## src/rtl/echo_portal_pkg.sv

```systemverilog
// echo_portal_pkg: shared portal header layout, FSM encoding and message constants
package echo_portal_pkg;

    typedef enum logic {
        HDR = 1'b0,
        PAY = 1'b1
    } state_t;

    localparam int ECHO_MSG_WORDS = 2;

    localparam int HDR_PORTAL_MSB = 31;
    localparam int HDR_PORTAL_LSB = 16;
    localparam int HDR_METHOD_MSB = 15;
    localparam int HDR_METHOD_LSB = 8;
    localparam int HDR_LEN_MSB    = 7;
    localparam int HDR_LEN_LSB    = 0;

    // Length counts every word of the message, header included.
    function automatic logic [31:0] make_hdr(input logic [15:0] portal, input logic [7:0] method);
        logic [31:0] h;
        h = '0;
        h[HDR_PORTAL_MSB:HDR_PORTAL_LSB] = portal;
        h[HDR_METHOD_MSB:HDR_METHOD_LSB] = method;
        h[HDR_LEN_MSB:HDR_LEN_LSB]       = 8'(ECHO_MSG_WORDS);
        return h;
    endfunction

endpackage

```

## src/rtl/echo_ind_fifo.sv

```systemverilog
// echo_ind_fifo: power-of-two FIFO of indication values; pointers carry one extra wrap bit.
module echo_ind_fifo #(
    parameter int DEPTH = 2
) (
    input  logic        clk,
    input  logic        rst_n,
    input  logic        enq,
    input  logic [31:0] enq_data,
    input  logic        deq,
    output logic        full,
    output logic        empty,
    output logic [31:0] head
);
    localparam int AW = $clog2(DEPTH);
    localparam logic [AW:0] WRAP = {1'b1, {AW{1'b0}}};

    logic [31:0] mem_q [DEPTH];
    logic [AW:0] wr_ptr_q, wr_ptr_d;
    logic [AW:0] rd_ptr_q, rd_ptr_d;

    always_comb begin
        wr_ptr_d = enq ? wr_ptr_q + 1'b1 : wr_ptr_q;
        rd_ptr_d = deq ? rd_ptr_q + 1'b1 : rd_ptr_q;
    end

    always_ff @(posedge clk or negedge rst_n) begin
        if (!rst_n) begin
            wr_ptr_q <= '0;
            rd_ptr_q <= '0;
        end else begin
            wr_ptr_q <= wr_ptr_d;
            rd_ptr_q <= rd_ptr_d;
        end
    end

    always_ff @(posedge clk) begin
        if (enq) mem_q[wr_ptr_q[AW-1:0]] <= enq_data;
    end

    assign full  = (wr_ptr_q ^ rd_ptr_q) == WRAP;
    assign empty = wr_ptr_q == rd_ptr_q;
    assign head  = mem_q[rd_ptr_q[AW-1:0]];

endmodule

```

## src/rtl/echo_indication_output.sv

```systemverilog
// echo_indication_output: serializes heard indications into header+payload portal words,
// buffered by a small FIFO, with a running count of completed messages.
module echo_indication_output
    import echo_portal_pkg::*;
#(
    parameter int          DEPTH     = 2,
    parameter logic [15:0] PORTAL_ID = 16'd5,
    parameter logic [7:0]  METHOD_ID = 8'd0
) (
    input  logic        CLK,
    input  logic        nRST,
    input  logic        heard__ENA,
    input  logic [31:0] heard_heard_v,
    output logic        heard__RDY,
    output logic        pipe_enq__ENA,
    output logic [31:0] pipe_enq_v,
    input  logic        pipe_enq__RDY,
    output logic [31:0] msg_count
);
    state_t      state_q, state_d;
    logic [31:0] msg_count_q, msg_count_d;
    logic        rdy_en_q, rdy_en_d;
    logic        fifo_full, fifo_empty, fifo_deq, fifo_enq;
    logic [31:0] fifo_head;

    // Holds ready low while in reset and releases it on the first edge afterwards.
    assign rdy_en_d   = 1'b1;
    assign heard__RDY = rdy_en_q && !fifo_full;
    assign fifo_enq   = heard__ENA && heard__RDY;

    echo_ind_fifo #(.DEPTH(DEPTH)) u_fifo (
        .clk      (CLK),
        .rst_n    (nRST),
        .enq      (fifo_enq),
        .enq_data (heard_heard_v),
        .deq      (fifo_deq),
        .full     (fifo_full),
        .empty    (fifo_empty),
        .head     (fifo_head)
    );

    always_comb begin
        state_d       = state_q;
        msg_count_d   = msg_count_q;
        fifo_deq      = 1'b0;
        pipe_enq__ENA = 1'b0;
        pipe_enq_v    = '0;
        if (!fifo_empty && pipe_enq__RDY) begin
            pipe_enq__ENA = 1'b1;
            if (state_q == HDR) begin
                pipe_enq_v = make_hdr(PORTAL_ID, METHOD_ID);
                state_d    = PAY;
            end else begin
                pipe_enq_v  = fifo_head;
                fifo_deq    = 1'b1;
                msg_count_d = msg_count_q + 32'd1;
                state_d     = HDR;
            end
        end
    end

    always_ff @(posedge CLK or negedge nRST) begin
        if (!nRST) begin
            state_q     <= HDR;
            msg_count_q <= '0;
            rdy_en_q    <= 1'b0;
        end else begin
            state_q     <= state_d;
            msg_count_q <= msg_count_d;
            rdy_en_q    <= rdy_en_d;
        end
    end

    assign msg_count = msg_count_q;

endmodule
```

## config.mk

```make
export PLATFORM = sky130hd
export DESIGN_NAME = echo_indication_output
export DESIGN_NICKNAME = d
export VERILOG_FILES = /design/src/rtl/echo_portal_pkg.sv /design/src/rtl/echo_ind_fifo.sv /design/src/rtl/echo_indication_output.sv
export SDC_FILE = /design/constraint.sdc
export NUM_CORES = 1
export LEC_CHECK = 0
export ABC_AREA = 1
export BUFFER_PORTS_ARGS = -buffer_cell sky130_fd_sc_hd__buf_4
export CAP_MARGIN = 30
export CORE_MARGIN = 2
export CORE_UTILIZATION = 54
export CTS_CLUSTER_SIZE = 40
export DETAILED_ROUTE_END_ITERATION = 10
export HOLD_SLACK_MARGIN = 0.06
export PLACE_DENSITY = 0.85
export SLEW_MARGIN = 20
export SYNTH_ARGS = -nofsm -noshare
export SYNTH_HDL_FRONTEND = slang
export SYNTH_SLANG_ARGS = --single-unit
```

## constraint.sdc

```tcl
create_clock -name CLK -period 3.85 [get_ports CLK]
set_input_delay 0 -clock CLK [delete_from_list [all_inputs] [get_ports CLK]]
set_output_delay 0 -clock CLK [all_outputs]
set_load 0.02 [all_outputs]
```

# Word level (Yosys, flattened, before mapping)
# Memories as Yosys holds them, arrays and structs flattened.
# Cells that the tools add are included.
# W data, S select, Z words.
[word_totals]
ff_bits = 38
mem_bits_rw = 64
input_bits = 36
output_inout_bits = 66
elab_cells = 26
n_memories = 1
[memory_table]
columns = ["memory", "depth", "word_bits", "rd", "rd_ports_with_merged_regs", "write_ports", "line", "rtl"]
rows = [
  ["u_fifo.mem_q", 2, 32, 1, 0, 1, "echo_ind_fifo.sv:17", "logic [31:0] mem_q [DEPTH];"],
]
[classes]
n_addsub = 3
eq_ne = 2
muxes = 8
bitwise = 1
reduce_logical = 6
[ops]
columns = ["op", "n"]
rows = [
  ["$mux W32", 2],
  ["$add A32 B1 Y32 const B", 1],
  ["$mux W1", 6],
  ["$add A2 B1 Y2 const B", 2],
  ["$logic_and A1 B1 Y1", 3],
  ["$eq A2 B2 Y1", 1],
  ["$eq A2 B2 Y1 const B", 1],
  ["$logic_not A1 Y1", 2],
  ["$reduce_and A2 Y1", 1],
  ["$xor A2 B2 Y2", 1],
]

# Longest topological paths before layout
# Gate-level depths: netlist (run 1).
[logic_depth]
word_depth = 7
ltp_mapped = 11
mapped_depth_nobuf = 9

# Modules after synthesis
# A second synthesis (run 1) with hierarchy kept.
[hier_totals]
cells_unflattened = 502
area_unflattened_um2 = 4742.0
[by_module_without_submodules]
columns = ["module", "instances", "cells_per_inst", "area_per_inst_um2", "seq_area_each_um2"]
rows = [
  ["echo_ind_fifo", 1, 195, 2622.5, 2021.9],
  ["echo_indication_output", 1, 307, 2119.5, 850.8],
]

# Worst setup path after synthesis (run 1)
# No wires, ideal clock.
[synth_timing]
path_type = "reg-to-reg"
start = "register u_fifo.rd_ptr_q[0]"
end = "memory u_fifo.mem_q[0][0], enable pin"
setup_ns = 0.421
arrival_ns = 2.854
setup_slack_ns = 0.575
path_stages_with_launch = 7
n_path_buf = 1
cell_sequence = "dfrtp_1 > buf_4 > nand2_1 > nand2_1 > a21boi_0 > nand2_1 > nor2_1"
[synth_between]
elab_chain_len = 7
[synth_lines]
columns = ["element", "line", "rtl"]
rows = [
  ["start, declared", "echo_ind_fifo.sv:19", "logic [AW:0] rd_ptr_q, rd_ptr_d;"],
  ["start signal, assigned", "echo_ind_fifo.sv:32", "rd_ptr_q <= rd_ptr_d;"],
  ["$xor A2 B2 Y2", "echo_ind_fifo.sv:40", "assign full = (wr_ptr_q ^ rd_ptr_q) == WRAP;"],
  ["$eq A2 B2 Y1", "echo_ind_fifo.sv:40", ""],
  ["$logic_not A1 Y1", "echo_indication_output.sv:28", "assign heard__RDY = rdy_en_q && !fifo_full;"],
  ["$logic_and A1 B1 Y1", "echo_indication_output.sv:28", ""],
  ["named net heard__RDY", "echo_indication_output.sv:14", "output logic heard__RDY,"],
  ["$logic_and A1 B1 Y1", "echo_indication_output.sv:29", "assign fifo_enq = heard__ENA && heard__RDY;"],
  ["$mux W1", "echo_ind_fifo.sv:37", "if (enq) mem_q[wr_ptr_q[AW-1:0]] <= enq_data;"],
  ["$mux W1 (implied by the code)", "echo_ind_fifo.sv:37", ""],
  ["end, declared", "echo_ind_fifo.sv:17", ""],
]
# The timed path passes the listed nets, and every way through them passes these cells.

# Worst setup path in the final report (run 1)
[layout_timing]
start = "register u_fifo.rd_ptr_q[0]"
end = "memory u_fifo.mem_q[1][19], enable pin"
[layout_between]
elab_chain_len = 7
[layout_lines]
columns = ["element", "line"]
rows = [
  ["$xor A2 B2 Y2", "echo_ind_fifo.sv:40"],
  ["$eq A2 B2 Y1", "echo_ind_fifo.sv:40"],
  ["$logic_not A1 Y1", "echo_indication_output.sv:28"],
  ["$logic_and A1 B1 Y1", "echo_indication_output.sv:28"],
  ["$logic_and A1 B1 Y1", "echo_indication_output.sv:29"],
  ["$mux W1", "echo_ind_fifo.sv:37"],
  ["$mux W1 (implied by the code)", "echo_ind_fifo.sv:37"],
]
# No other way between the ends.

==> impl_metrics.json, run 1 <==
{
  "outcome": "complete, no violations",
  "cp_max_fo": 35,
  "num_rows": 33,
  "fin_crit_ps": 2700,
  "area_growth_syn_to_layout_pct": 29.7,
  "required_ps": 3860,
  "post-cts-setup-buffers": 0,
  "path_class": "reg -> reg",
  "yosysWarnings": 0,
  "drv_cap": 0,
  "power_density_nw_per_um2": 567,
  "ys_seq_area_share_pct": 63.1,
  "ir_worst_vdd_mv": 0.404,
  "drive_gt1_share_pct": 21.8,
  "drc": 0,
  "postCtsHoldBufs": 33,
  "numCtsBuffers": 9,
  "syn-num-nets": 508,
  "coreArea_um2": 8180,
  "synth_simple_gate_area_share_pct": 23.0,
  "synth_top_family_by_area": "simple AND/OR/NAND/NOR gates",
  "dp_hpwl_mm": 6.55,
  "grt_pass1_vias": 3571,
  "dr.pass1.iters": 5,
  "grt_overflow": 0,
  "vias": 3711,
  "ys_top_cells_by_area": "edfxtp_1 (42%), dfrtp_1 (21%), nand2_1 (15%)",
  "setup_tns_ps": 0,
  "total_power_mw": 3.35,
  "m1WireLength_mm": 4.22,
  "synth_compound_area_share_pct": 4.45,
  "synthAdderAreaFrac_pct": 0.275,
  "synth_area_um2": 4550,
  "worstMarginPinSlew_ps": 933,
  "clock_path_buffers": 2,
  "yosysUniqueCellTypes": 27,
  "grt_max_degree": 47,
  "ios": 102,
  "startpoint_type": "flip-flop",
  "antennaDiodeCount": 0,
  "top_layer_used": "met4",
  "post-route-period-util_pct": 70.2,
  "synth_mux_area_share_pct": 0,
  "fin_worst_skew_ps": 8.10,
  "yosys.area.top_type": "edfxtp_1",
  "start_util_pct": 55.7,
  "slew_headroom_pct": 37.7,
  "rsz0062_at_grt": "no",
  "yosys.area_share.xor_xnor_pct": 4.23,
  "endpoint_kind": "flip-flop",
  "dp.cells": 665,
  "antenna_found_initial": 0,
  "wl_met2_mm": 5.41,
  "insertion_delay_ps": 380,
  "viasPerCell": 5.20,
  "cp.arrival_ps": 2710,
  "layout.nets": 641,
  "synth_top_cell_area_share_pct": 42.2,
  "cts_tree": "yes",
  "place_congestion": 0.948,
  "fp.dieH_um": 95.8,
  "htree_levels": 3,
  "routed_wl_mm": 10.8,
  "grt_usage_pct": 24.6,
  "numPortBuffers": 101,
  "setup_viol": 0,
  "die_area_um2": 9180,
  "dieWidth_um": 95.8,
  "cts.clk_slew.worst_paths_ps": 110,
  "wl_met3_mm": 1.01,
  "power.leakage_nw": 2.59,
  "wire_per_inst_um": 15.2,
  "drt_iter0_drc": 170,
  "slew_violations": 0,
  "hold_violations": 0,
  "syn-mean-instance-area_um2": 9.67,
  "min_path_type": "in -> reg",
  "ant_nets": 0,
  "grt_pass1_wl_mm": 16.8,
  "cts.repair.resized": 0,
  "max_freq_mhz": 370,
  "cts_sinks": 102,
  "synth-seq-cells": 102,
  "final_cell_count_no_fill": 714,
  "syn_inst": 471,
  "cts_root_buf": "clkbuf_8"
}
through the flow:
stage	utilization [%]	cell area [µm²]	setup slack, ps	hold slack, ps
2_1_floorplan	-	4550	575	-296
3_3_place_gp	65.9	5390	1220	-10.7
3_5_place_dp	65.9	5390	1160	-2.58
4_1_cts	72.2	5910	1170	82.1
5_1_grt	72.2	5910	900	94.2
6_report	72.2	5910	1150	80.2
power by group:
part / switching [mW] / total (mW) / internal (mW) / leakage (nW)
clock: 0.407 / 0.656 / 0.249 / 0.0909
combinational: 0.785 / 1.20 / 0.417 / 1.43
sequential: 0.137 / 1.49 / 1.36 / 1.07
final timing paths:
| kind | cells after the start | slack [ps] | end | from |
|---|---|---|---|---|
| max | 6 | 1150 | u_fifo.mem_q[1][19] | u_fifo.rd_ptr_q[0] |
| min | 4 | 80 | u_fifo.wr_ptr_q[1] | heard__ENA |
| max reg2reg | 6 | 1150 | u_fifo.mem_q[1][19] | u_fifo.rd_ptr_q[0] |
| min reg2reg | 1 | 500 | u_fifo.rd_ptr_q[1] | u_fifo.rd_ptr_q[1] |
| max in group asynchronous | 2 | 3380 | msg_count[25] | nRST |
| min in group asynchronous | 2 | 120 | rdy_en_q | nRST |
critical path, stage by stage (launching register included):
cell and delay [ps]:
dfrtp_1 640, inv_4 260, nand2_1 130, nand2_1 80
a21boi_0 230, nand2_1 230, nor2_4 760
cell usage in the layout (no fill, tap or decap), drive strengths merged:
cell type	n
nand3b	4
dfrtp	38
conb	1
nand2	177
o21ai	4
nand3	19
a21boi	1
nor4	1
buf	102
dlygate4sd3	33
clkinv	2
nand4	3
xor2	21
edfxtp	64
nor3	2
nor2	47
xnor2	1
clkbuf	10
a21oi	35
ha	1
clkinvlp	1
inv	42
metal layers:
layer | vias to the layer above | GRT usage, %
li1 | 1781 | -
met1 | 1726 | 30.2
met2 | 184 | 42.0
met3 | 20 | 6.58
met4 | 0 | 8.93
met5 | - | 0
final cells by class:
cell class	count	area, µm²
Fill cell	554	2270
Multi-Input combinational cell	317	1470
Inverter	39	149
Tap cell	105	131
Timing Repair Buffer	135	1100
Clock inverter	6	56.3
Clock buffer	10	128
Sequential cell	102	2870
flip-flops by register name, summed over array words and instances (netlist names):
| register | count |
|---|---|
| u_fifo.mem_q | 64 |
| state_q | 1 |
| u_fifo.rd_ptr_q | 2 |
| u_fifo.wr_ptr_q | 2 |
| msg_count | 32 |
| rdy_en_q | 1 |
cells by family (layout without fill, tap and decap cells):
logic type                 count (synthesis)  in the layout
adders and majority gates                  1              1
AOI/OAI and AO/OA                         40             40
buffers and inverters                     52            190
xor gates and xnor gates                  22             22
and+or+nand+nor                          253            253
other                                      1              1
DFF                                      102            102
synth_stat cells:
cell type  instances
a21boi_0           1
nor2_1            39
clkbuf_1           6
nand2_1          176
nand4_1            3
nor3_1             2
nand2_2            1
buf_6              2
nand3_4            1
o21ai_0            4
nor2_2             6
nand3b_1           4
buf_2              3
edfxtp_1          64
nor2_4             2
xnor2_1            1
ha_1               1
nor4_1             1
inv_2              3
dfrtp_1           38
xor2_1            21
a21oi_1           35
inv_4              1
buf_4              2
conb_1             1
inv_1             35
nand3_1           18
Note: power is estimated with default switching activity, not from simulation.
==> run 2, diff against run 1 <==
- clock period: 3.85 -> 2.8 ns (I/O delays scaled with it)
==> run 2 against run 1 <==
  * First-iteration DRC count grew 23%
  * Critical path type is now reg -> out
  * Clock skew rose by 3.1 ps
  * Largest power group unchanged
  * Highest routed layer unchanged
  * Worst setup slack worse by 660 ps
==> impl_metrics.json, run 2 (synthesis results as in run 1) <==
{
  "switchingPower_mw": 1.86,
  "numPortBuffers": 101,
  "max_freq_mhz": 432,
  "setup_tns_ps": 0,
  "cts.repair.resized": 0,
  "place_congestion": 0.916,
  "grt_overflow": 0,
  "layout.nets": 645,
  "outcome": "complete, no violations",
  "rsz0062_at_grt": "no",
  "pwr-share-clk_pct": 19.4,
  "multi_input_area_um2": 1470,
  "largest_register_ffs": 64,
  "ant_nets": 0,
  "nFillCells": 561,
  "layout_common_cells": "nand2_1 (176), buf_4 (106), edfxtp_1 (64)",
  "cts_root_buf": "clkbuf_8",
  "viasPerCell": 5.21,
  "insertion_delay_ps": 360,
  "dieWidth_um": 95.8,
  "grt_usage_pct": 25.2,
  "min_path_cells": 4,
  "antenna_found_initial": 0,
  "area_growth_syn_to_layout_pct": 30.4,
  "ir_worst_vdd_mv": 0.591,
  "cts.clk_slew.worst_paths_ps": 100,
  "p_int_mw": 2.81,
  "coreArea_um2": 8180,
  "path_class": "reg -> out",
  "grt_pass1_wl_mm": 17.4,
  "drt_iter0_drc": 209,
  "required_ps": 2800,
  "fin_worst_skew_ps": 11.2,
  "wire_per_inst_um": 15.4,
  "seq_area_um2": 2870,
  "total_power_mw": 4.66,
  "slew_violations": 0,
  "drc": 0,
  "dp_hpwl_mm": 6.84,
  "ff2ff_path_depth": 7,
  "post-route-period-util_pct": 82.7,
  "ios": 102,
  "startpoint_type": "flip-flop",
  "post-cts-setup-buffers": 0,
  "start_util_pct": 55.7,
  "p_seq_share_pct": 44.0,
  "setup_slack_ps": 484,
  "grt_max_degree": 39,
  "postCtsHoldBufs": 33,
  "grt_pass1_vias": 3767,
  "die_area_um2": 9180,
  "power_density_nw_per_um2": 785,
  "setup_viol": 0,
  "clock_path_buffers": 2,
  "vias": 3744,
  "htree_levels": 3,
  "power_frac_comb_pct": 36.6,
  "place_worst_setup_slack_ps": 726,
  "cts_sinks": 102,
  "min_path_type": "in -> reg",
  "cp.arrival_ps": 2320,
  "cp_max_fo": 25,
  "cts_tree": "yes",
  "drive_gt1_share_pct": 22.5,
  "power.leakage_nw": 2.62,
  "fp.dieH_um": 95.8,
  "dr.pass1.iters": 5,
  "antennaDiodeCount": 0,
  "hold_violations": 0,
  "fin_crit_ps": 2320,
  "num_rows": 33,
  "endpoint_kind": "output pin",
  "layout_commonest_cell": "nand2_1",
  "drv_cap": 0,
  "numCtsBuffers": 9,
  "routed_wl_mm": 11.1,
  "p_sw_share_pct": 39.8
}
==> run 2: critical path: stages (launching register included) <==
cell and delay (ps):
dfrtp_1 580, inv_4 40, nand2_1 70, nand2_1 70, nand2_2 100, nand3_4 320, buf_4 360, a21oi_1 220
buf_4 180
==> run 2: through the flow <==
stage          hold WS (ps)  instances  utilization [%]  area, µm²
6_report                104        718             72.7       5940
5_1_grt                 150        718             72.7       5940
4_1_cts                97.3        718             72.7       5940
3_5_place_dp        -0.0969        669             66.3       5420
3_3_place_gp          -7.19        669             66.3       5420
2_1_floorplan          -296        471                -       4550
==> run 2: worst paths after layout <==
path	from	endpoint	slack (ps)
max reg2reg	u_fifo.rd_ptr_q[0]	u_fifo.mem_q[1][19]	690
max in group asynchronous	nRST	rdy_en_q	2330
min reg2reg	u_fifo.rd_ptr_q[1]	u_fifo.rd_ptr_q[1]	500
min	heard__ENA	u_fifo.wr_ptr_q[1]	100
max	u_fifo.rd_ptr_q[0]	pipe_enq_v[26]	480
min in group asynchronous	nRST	msg_count[4]	140
==> run 2: layout make-up <==
| class | instances | share of cell area (%) |
|---|---|---|
| Clock buffer | 9 | 2.09 |
| Clock inverter | 7 | 1.10 |
| Inverter | 39 | 2.51 |
| Multi-Input combinational cell | 317 | 24.8 |
| Sequential cell | 102 | 48.4 |
| Tap cell | 105 | 2.21 |
| Timing Repair Buffer | 139 | 19.0 |
==> run 2: power groups by stage <==
stage,sequential [mW],combinational [mW],clock [mW]
after floorplan,2.10,0.997,0
after global placement,2.06,1.60,0
after detailed placement,2.07,1.64,0
after CTS,2.04,1.69,0.914
after global routing,2.07,1.86,0.989
final,2.05,1.71,0.905
==> run 2: routing by layer <==
layer	GRT usage (%)	routed length (µm)	vias to the layer above
met5	0	0	-
met4	6.43	206	0
met3	6.58	885	20
met2	45.7	5730	180
met1	29.9	4230	1753
li1	-	-	1791
